===== config.mk =====
export PLATFORM = sky130hd
export DESIGN_NAME = rf_bypass_sb
export DESIGN_NICKNAME = d
export VERILOG_FILES = /design/src/rtl/rf_pkg.sv /design/src/rtl/rf_scoreboard.sv /design/src/rtl/rf_bypass_sb.sv
export SDC_FILE = /design/constraint.sdc
export NUM_CORES = 1
export LEC_CHECK = 0
export ABC_CLOCK_PERIOD_IN_PS = 4600
export BUFFER_PORTS_ARGS = -buffer_cell sky130_fd_sc_hd__buf_2
export CAP_MARGIN = 10
export CORE_ASPECT_RATIO = 0.8
export CORE_MARGIN = 1
export CORE_UTILIZATION = 35
export DETAILED_ROUTE_END_ITERATION = 8
export PLACE_DENSITY = 0.59
export SKIP_LAST_GASP = 1
export SLEW_MARGIN = 20
export SYNTH_ARGS = -nofsm -noshare
export SYNTH_HDL_FRONTEND = slang
export SYNTH_HIERARCHICAL = 1
export SYNTH_SLANG_ARGS = --single-unit

===== constraint.sdc =====
create_clock -name clk -period 4.6 [get_ports clk]
set_input_delay 1.38 -clock clk [delete_from_list [all_inputs] [get_ports clk]]
set_output_delay 1.38 -clock clk [all_outputs]
set_load 0.01 [all_outputs]

===== src/rtl/rf_pkg.sv =====
// Shared constants and helpers for the rf_bypass_sb register file.
// Optional build macro RF_ZERO_REG_EN is consumed by rf_bypass_sb.
package rf_pkg;

  localparam int DEF_DATA_W   = 16;
  localparam int DEF_NUM_REGS = 8;

  // Bit positions inside the internal err_cause debug vector
  localparam int ERR_RANGE  = 0;
  localparam int ERR_WAW    = 1;
  localparam int ERR_CAUSES = 2;

  function automatic int sel_w(input int n);
    return (n < 2) ? 1 : $clog2(n);
  endfunction

endpackage


===== src/rtl/rf_scoreboard.sv =====
// Busy-bit scoreboard: reserve sets, write-back clears, reserve wins on the same register.
// Also flags a reserve that hits a register still busy and not being written this cycle.
module rf_scoreboard #(
  parameter int SEL_W   = 3,
  parameter int NUM_ENT = 8
) (
  input  logic               clk,
  input  logic               rst,
  input  logic               rsv,
  input  logic [SEL_W-1:0]   rsvregsel,
  input  logic               clr,
  input  logic [SEL_W-1:0]   clrregsel,
  output logic [NUM_ENT-1:0] busy,
  output logic               waw
);

  always_ff @(posedge clk) begin
    if (rst) begin
      busy <= '0;
    end else begin
      if (clr) busy[clrregsel] <= 1'b0;
      // Later assignment wins: a new producer overrides the retiring one
      if (rsv) busy[rsvregsel] <= 1'b1;
    end
  end

  assign waw = rsv && busy[rsvregsel] && !(clr && (clrregsel == rsvregsel));

endmodule


===== src/rtl/rf_bypass_sb.sv =====
// 2R/1W register file with write-to-read bypass and a busy-bit scoreboard.
// Build macro RF_ZERO_REG_EN hardwires r0 to zero and ignores writes/reserves to it.
module rf_bypass_sb
  import rf_pkg::*;
#(
  parameter int DATA_W   = DEF_DATA_W,
  parameter int NUM_REGS = DEF_NUM_REGS,
  parameter int SEL_W    = sel_w(NUM_REGS)
) (
  input  logic              clk,
  input  logic              rst,
  input  logic [SEL_W-1:0]  read1regsel,
  input  logic [SEL_W-1:0]  read2regsel,
  output logic [DATA_W-1:0] read1data,
  output logic [DATA_W-1:0] read2data,
  output logic              read1busy,
  output logic              read2busy,
  input  logic [SEL_W-1:0]  writeregsel,
  input  logic [DATA_W-1:0] writedata,
  input  logic              write,
  input  logic              rsv,
  input  logic [SEL_W-1:0]  rsvregsel,
  output logic              err
);

  localparam int NUM_ENT = 1 << SEL_W;

`ifdef RF_ZERO_REG_EN
  localparam logic ZERO_REG = 1'b1;
`else
  localparam logic ZERO_REG = 1'b0;
`endif

  logic [DATA_W-1:0]     regs [NUM_ENT];
  logic [NUM_ENT-1:0]    busy;
  logic                  waw;
  logic                  wr_en;
  logic                  rsv_en;
  logic [ERR_CAUSES-1:0] err_cause;

  function automatic logic in_range(input logic [SEL_W-1:0] sel);
    return {{(32-SEL_W){1'b0}}, sel} < 32'(NUM_REGS);
  endfunction

  function automatic logic hard0(input logic [SEL_W-1:0] sel);
    return ZERO_REG && (sel == '0);
  endfunction

  function automatic logic hits_write(input logic [SEL_W-1:0] sel);
    return write && (writeregsel == sel);
  endfunction

  function automatic logic [DATA_W-1:0] rd_data(input logic [SEL_W-1:0] sel);
    if (!in_range(sel) || hard0(sel)) return '0;
    else if (hits_write(sel))         return writedata;
    else                              return regs[sel];
  endfunction

  function automatic logic rd_busy(input logic [SEL_W-1:0] sel);
    return in_range(sel) && !hard0(sel) && busy[sel] && !hits_write(sel);
  endfunction

  assign wr_en  = write && in_range(writeregsel) && !hard0(writeregsel);
  assign rsv_en = rsv && in_range(rsvregsel) && !hard0(rsvregsel);

  // Stage boundary: architectural state updates on the edge
  always_ff @(posedge clk) begin
    if (rst) begin
      for (int i = 0; i < NUM_ENT; i++) regs[i] <= '0;
    end else if (wr_en) begin
      regs[writeregsel] <= writedata;
    end
  end

  rf_scoreboard #(
    .SEL_W   (SEL_W),
    .NUM_ENT (NUM_ENT)
  ) u_sb (
    .clk       (clk),
    .rst       (rst),
    .rsv       (rsv_en),
    .rsvregsel (rsvregsel),
    .clr       (wr_en),
    .clrregsel (writeregsel),
    .busy      (busy),
    .waw       (waw)
  );

  assign read1data = rd_data(read1regsel);
  assign read2data = rd_data(read2regsel);
  assign read1busy = rd_busy(read1regsel);
  assign read2busy = rd_busy(read2regsel);

  always_comb begin
    err_cause            = '0;
    err_cause[ERR_RANGE] = !in_range(read1regsel) || !in_range(read2regsel) ||
                           (write && !in_range(writeregsel)) ||
                           (rsv && !in_range(rsvregsel));
    err_cause[ERR_WAW]   = waw;
  end

  // Stage boundary: one-cycle error pulse
  always_ff @(posedge clk) begin
    if (rst) err <= 1'b0;
    else     err <= |err_cause;
  end

endmodule


==> results of run 1 <==
[logic make-up after synthesis]
logic type      after synthesis  synth area share (%)
buf+inv                      37                  3.54
compound gates               18                  1.25
mux                         138                  31.5
xor+xnor                      9                 0.968
simple gates                176                  13.3
flops                       137                  49.4
[cell type report]
class | instances | share of cell area [%]
multi-input combinational | 341 | 40.9
tap | 306 | 4.09
sequential | 137 | 43.0
timing repair buffer | 89 | 6.31
clock buffer | 18 | 4.58
clock inverter | 13 | 1.14
[synthesized netlist by cell type, types with 3 or more instances]
library cell,count,area [sq um]
nand2b_1,5,31.3
mux4_2,24,541
nand3_1,5,25.0
mux2_4,22,330
o21ai_0,6,30.0
nand2_1,6,22.5
dfxtp_1,9,180
nor2_1,7,26.3
edfxtp_1,128,3840
clkbuf_1,21,78.8
and2_1,130,813
a21oi_1,8,40.0
xnor2_1,9,78.8
or2_2,8,50.1
nor2b_1,5,31.3
mux2_2,45,507
buf_12,6,120
buf_6,6,67.6
mux2i_1,3,30.0
mux4_1,44,1160
[registers in the layout, indices dropped and copies added, names as in the netlist]
name       flops
err            1
regs         128
u_sb/busy      8
[per-stage QoR]
stage          util [%]  worst slack (ns)  cell area (sq um)  hold slack, ns
6_report           41.4             0.151               9370           0.519
5_1_grt            41.4             0.109               9370           0.544
4_1_cts            41.4             0.165               9370           0.513
3_5_place_dp       39.0             0.167               8830           0.501
3_3_place_gp       39.0             0.199               8830           0.494
2_1_floorplan         -             0.384               8140           0.466
[critical path, stage by stage]
cell and delay, ns:
buf_2 0.21, buf_12 0.19, mux4_1 0.57, mux2_2 0.30
mux2_4 0.27, buf_2 0.14
[per-layer routing]
metal  track usage, %  share of wire, %  up-vias
li1                 -                 -     2173
met1             24.4                44     2597
met2             30.8                49      175
met3             4.29               5.6       28
met4             5.03               1.3        0
met5                0                 0        -
[report_power, final]
group	total (uW)	switching (uW)	internal (uW)
combinational	489	231	259
sequential	1480	38.3	1440
clock	1250	518	733
[final timing paths]
kind	start	slack [ns]	cells after the start	to
setup / recovery	read2regsel[0]	0.15	6	read2data[6]
setup reg to reg	u_sb/busy[0]$_SDFF_PP0_	3.32	4	err$_SDFF_PP0_
hold reg to reg	u_sb/busy[7]$_SDFF_PP0_	0.52	2	u_sb/busy[7]$_SDFF_PP0_
hold / removal	u_sb/busy[7]$_SDFF_PP0_	0.52	2	u_sb/busy[7]$_SDFF_PP0_
==> flow_summary.toml, run 1 <==
[clock_network]
cts_inserted_buffers = 17
cts_tree = "built"
clock_sinks = 137
cts_buffer_depth = 2
htree_levels = 4
cts-root-buf = "clkbuf_16"
cts_setup_buffers = 0
clkTransAtPathRegs_ns = 0.06
insertion_delay_ns = 0.42
postCtsHoldBufs = 0
cts_resized = 0

[synth]
ys_types = 34
syn_nets = 547
ys_ff_latch = 137
seq_area_frac_synth_pct = 49.4
avgSynthCellArea_sq_um = 15.8
synthArstFlopShare_pct = 0
syn_area_sq_um = 8140
synth_ff_type = "edfxtp_1"
synth-edff-count = 128
syn_inst = 515
ys_warn_count = 6

[sta]
hold_violations = 0
maxSlewViolCount = 0
setup_violations = 0
relSlewSlack_pct = 56.7
post-route-min-period_ns = 4.45
setup_tns_ns = 0
max_freq_mhz = 225
worst_pin_slew_ns = 0.649
finalCritPeriodShare_pct = 96.7
clock_skew_ns = 0.00376
rsz0062_at_grt = "no"

[critical_path]
crit_required_ns = 3.22
crit_path_end_kind = "output port"
cp_data_arrival_time_ns = 3.07
crit_type = "in2out"
cp_max_fo = 12
crit_path_start_kind = "input pin"

[floorplan]
start_util_pct = 36.0
dieWidth_um = 173
rows = 49
core_area_sq_um = 22600
fp.dieH_um = 138
num_io_pins = 67
dieArea_sq_um = 23900

[final_layout]
drive_gt1_share_pct = 37.0
seq_area_sq_um = 4020
antennaDiodeCount = 0
final_common_cell = "and2_1"
final.fill_count = 2044
layout_common_cells = "and2_1, edfxtp_1, buf_2, mux2_2, mux4_1"
multi_input_comb_area_sq_um = 3830
finish.net_count = 618
area.growth.synth_to_final_pct = 15.1
fin_cells = 904

[route]
via_per_inst = 5.50
ant_nets = 0
drt-pass1-iter-count = 5
remaining_drc_errors = 0
drt-initial-drc-count = 521
wire_per_inst_um = 23.7
drt-total-wl_um = 21400
vias = 4973

[power_and_ir_drop]
power_density_nw_per_um2 = 344
max-vdd-ir-drop_uv = 264
power_leakage_uw = 0.00353
finalPower_uw = 3220

[placement]
dp.cells = 873
place_congestion = 0.827
numPortBuffers = 66
hpwl_um = 13100

[grt]
grt_max_degree = 36
antenna_found_initial = 0
grt_pass1_vias = 5142
grt_overflow = 0
grt_pass1_wl_um = 32400
grtUsageTotal_pct = 18.6

[run_status]
status = "complete, no violations"

[min_path]
hp-class = "reg2reg"

[flow_run]
maxCapViolations = 0
(Power assumes the default switching activity.)
==> run 2: changes to the inputs <==
--- a/config.mk
+++ b/config.mk
@@ -8,11 +8,13 @@
 export ABC_CLOCK_PERIOD_IN_PS = 4600
 export BUFFER_PORTS_ARGS = -buffer_cell sky130_fd_sc_hd__buf_2
 export CAP_MARGIN = 10
+export CELL_PAD_IN_SITES_DETAIL_PLACEMENT = 0
+export CELL_PAD_IN_SITES_GLOBAL_PLACEMENT = 2
 export CORE_ASPECT_RATIO = 0.8
 export CORE_MARGIN = 1
 export CORE_UTILIZATION = 35
 export DETAILED_ROUTE_END_ITERATION = 8
-export PLACE_DENSITY = 0.59
+export PLACE_DENSITY = 0.74
 export SKIP_LAST_GASP = 1
 export SLEW_MARGIN = 20
 export SYNTH_ARGS = -nofsm -noshare
==> flow_summary.toml, run 2 (synthesis results as in run 1) <==
[critical_path]
cp_max_fo = 20
rrSetupSlack_ns = 3.31
crit_path_end_kind = "output port"
rr_startpoint = "u_sb/busy[0]$_SDFF_PP0_"
crit_required_ns = 3.22
cp_data_arrival_time_ns = 3.04
r2r_end = "err$_SDFF_PP0_"
crit_type = "in2out"
rr_worst_depth = 4
crit_path_start_kind = "input pin"

[min_path]
worstHoldStart = "u_sb/busy[1]$_SDFF_PP0_"
hp-class = "reg2reg"
whs_path_depth = 2
holdPathEnd = "u_sb/busy[1]$_SDFF_PP0_"

[floorplan]
rows = 49
fp.dieH_um = 138
core_area_sq_um = 22600
num_io_pins = 67
dieArea_sq_um = 23900
dieWidth_um = 173
start_util_pct = 36.0

[placement]
post-place-ws_ns = 0.178
hpwl_um = 13000
place_congestion = 0.781
numPortBuffers = 66

[sta]
layout_setup_ws_ns = 0.180
rsz0062_at_grt = "no"
max_freq_mhz = 226
hold_violations = 0
post-route-min-period_ns = 4.42
clock_skew_ns = 0.00870
worst_pin_slew_ns = 0.663
finalCritPeriodShare_pct = 96.1
maxSlewViolCount = 0
setup_tns_ns = 0
relSlewSlack_pct = 55.8
setup_violations = 0

[clock_network]
cts_tree = "built"
clkTransAtPathRegs_ns = 0.06
clock_sinks = 137
insertion_delay_ns = 0.43
cts-root-buf = "clkbuf_16"
cts_setup_buffers = 0
htree_levels = 4
cts_resized = 0
cts_buffer_depth = 2
postCtsHoldBufs = 0
cts_inserted_buffers = 17

[route]
via_per_inst = 5.40
ant_nets = 0
remaining_drc_errors = 0
wire_per_inst_um = 23.9
drt-initial-drc-count = 371
drt-pass1-iter-count = 5
drt-total-wl_um = 21500
vias = 4867

[grt]
antenna_found_initial = 0
grt_pass1_vias = 5145
grtUsageTotal_pct = 18.8
grt_max_degree = 35
grt_pass1_wl_um = 32900
grt_overflow = 0

[final_layout]
antennaDiodeCount = 0
reg_top3 = "regs x128, u_sb/busy x8, err x1"
final.fill_count = 2047
max_flop_register = "regs"
area.growth.synth_to_final_pct = 15.5
finish.net_count = 616
largest_reg_flops = 128
final_common_cell = "and2_1"
drive_gt1_share_pct = 36.9
layout_common_cells = "and2_1, edfxtp_1, buf_2, mux2_2, mux4_1"

[power_and_ir_drop]
finalPower_uw = 3320
power_leakage_uw = 0.00354
power_density_nw_per_um2 = 353
max-vdd-ir-drop_uv = 210

[run_status]
status = "complete, no violations"

[flow_run]
maxCapViolations = 0
-- run 2: power breakdown --
| group | total [uW] | internal [uW] | switching, uW |
|---|---|---|---|
| Sequential | 1480 | 1440 | 37.7 |
| Clock | 1360 | 800 | 556 |
| Combinational | 489 | 259 | 231 |
-- run 2: metrics by stage --
step           hold WS [ns]  utilization, %  instances  instance area (sq um)
2_1_floorplan         0.466               -        515                   8140
3_3_place_gp          0.493            39.0        871                   8830
6_report              0.511            41.6        902                   9400
3_5_place_dp          0.500            39.0        871                   8830
5_1_grt               0.527            41.6        902                   9400
4_1_cts               0.508            41.6        902                   9400
-- run 2: worst max path at each step --
stage                     cells after the start            from  slack (ns)            to
after floorplan                               5  read2regsel[1]        0.38  read2data[0]
after global placement                        6  read2regsel[0]        0.18  read2data[0]
after detailed placement                      6  read2regsel[0]        0.18  read2data[0]
after CTS                                     6  read2regsel[0]        0.17  read2data[0]
after global routing                          6  read2regsel[0]        0.10  read2data[8]
final                                         6  read2regsel[0]        0.18  read2data[0]
-- run 2: final cells by class --
type	instances	area, sq um	area share (%)
Clock buffer	18	429	4.56
Sequential cell	137	4020	42.8
Tap cell	306	383	4.07
Clock inverter	13	146	1.56
Multi-Input combinational cell	341	3830	40.8
Timing Repair Buffer	87	588	6.25
-- run 2: critical path: stages --
cell,delay (ns)
buf_2,0.17
buf_12,0.21
mux4_1,0.56
mux2_2,0.29
mux2_2,0.26
buf_2,0.14
-- run 2: per-layer routing --
layer  up-vias  GRT usage [%]  routed length (um)
li1       2160              -                   -
met1      2539           25.1                9740
met2       146           31.3               10500
met3        22           3.27                 995
met4         0           5.36                 269
met5         -              0                   0
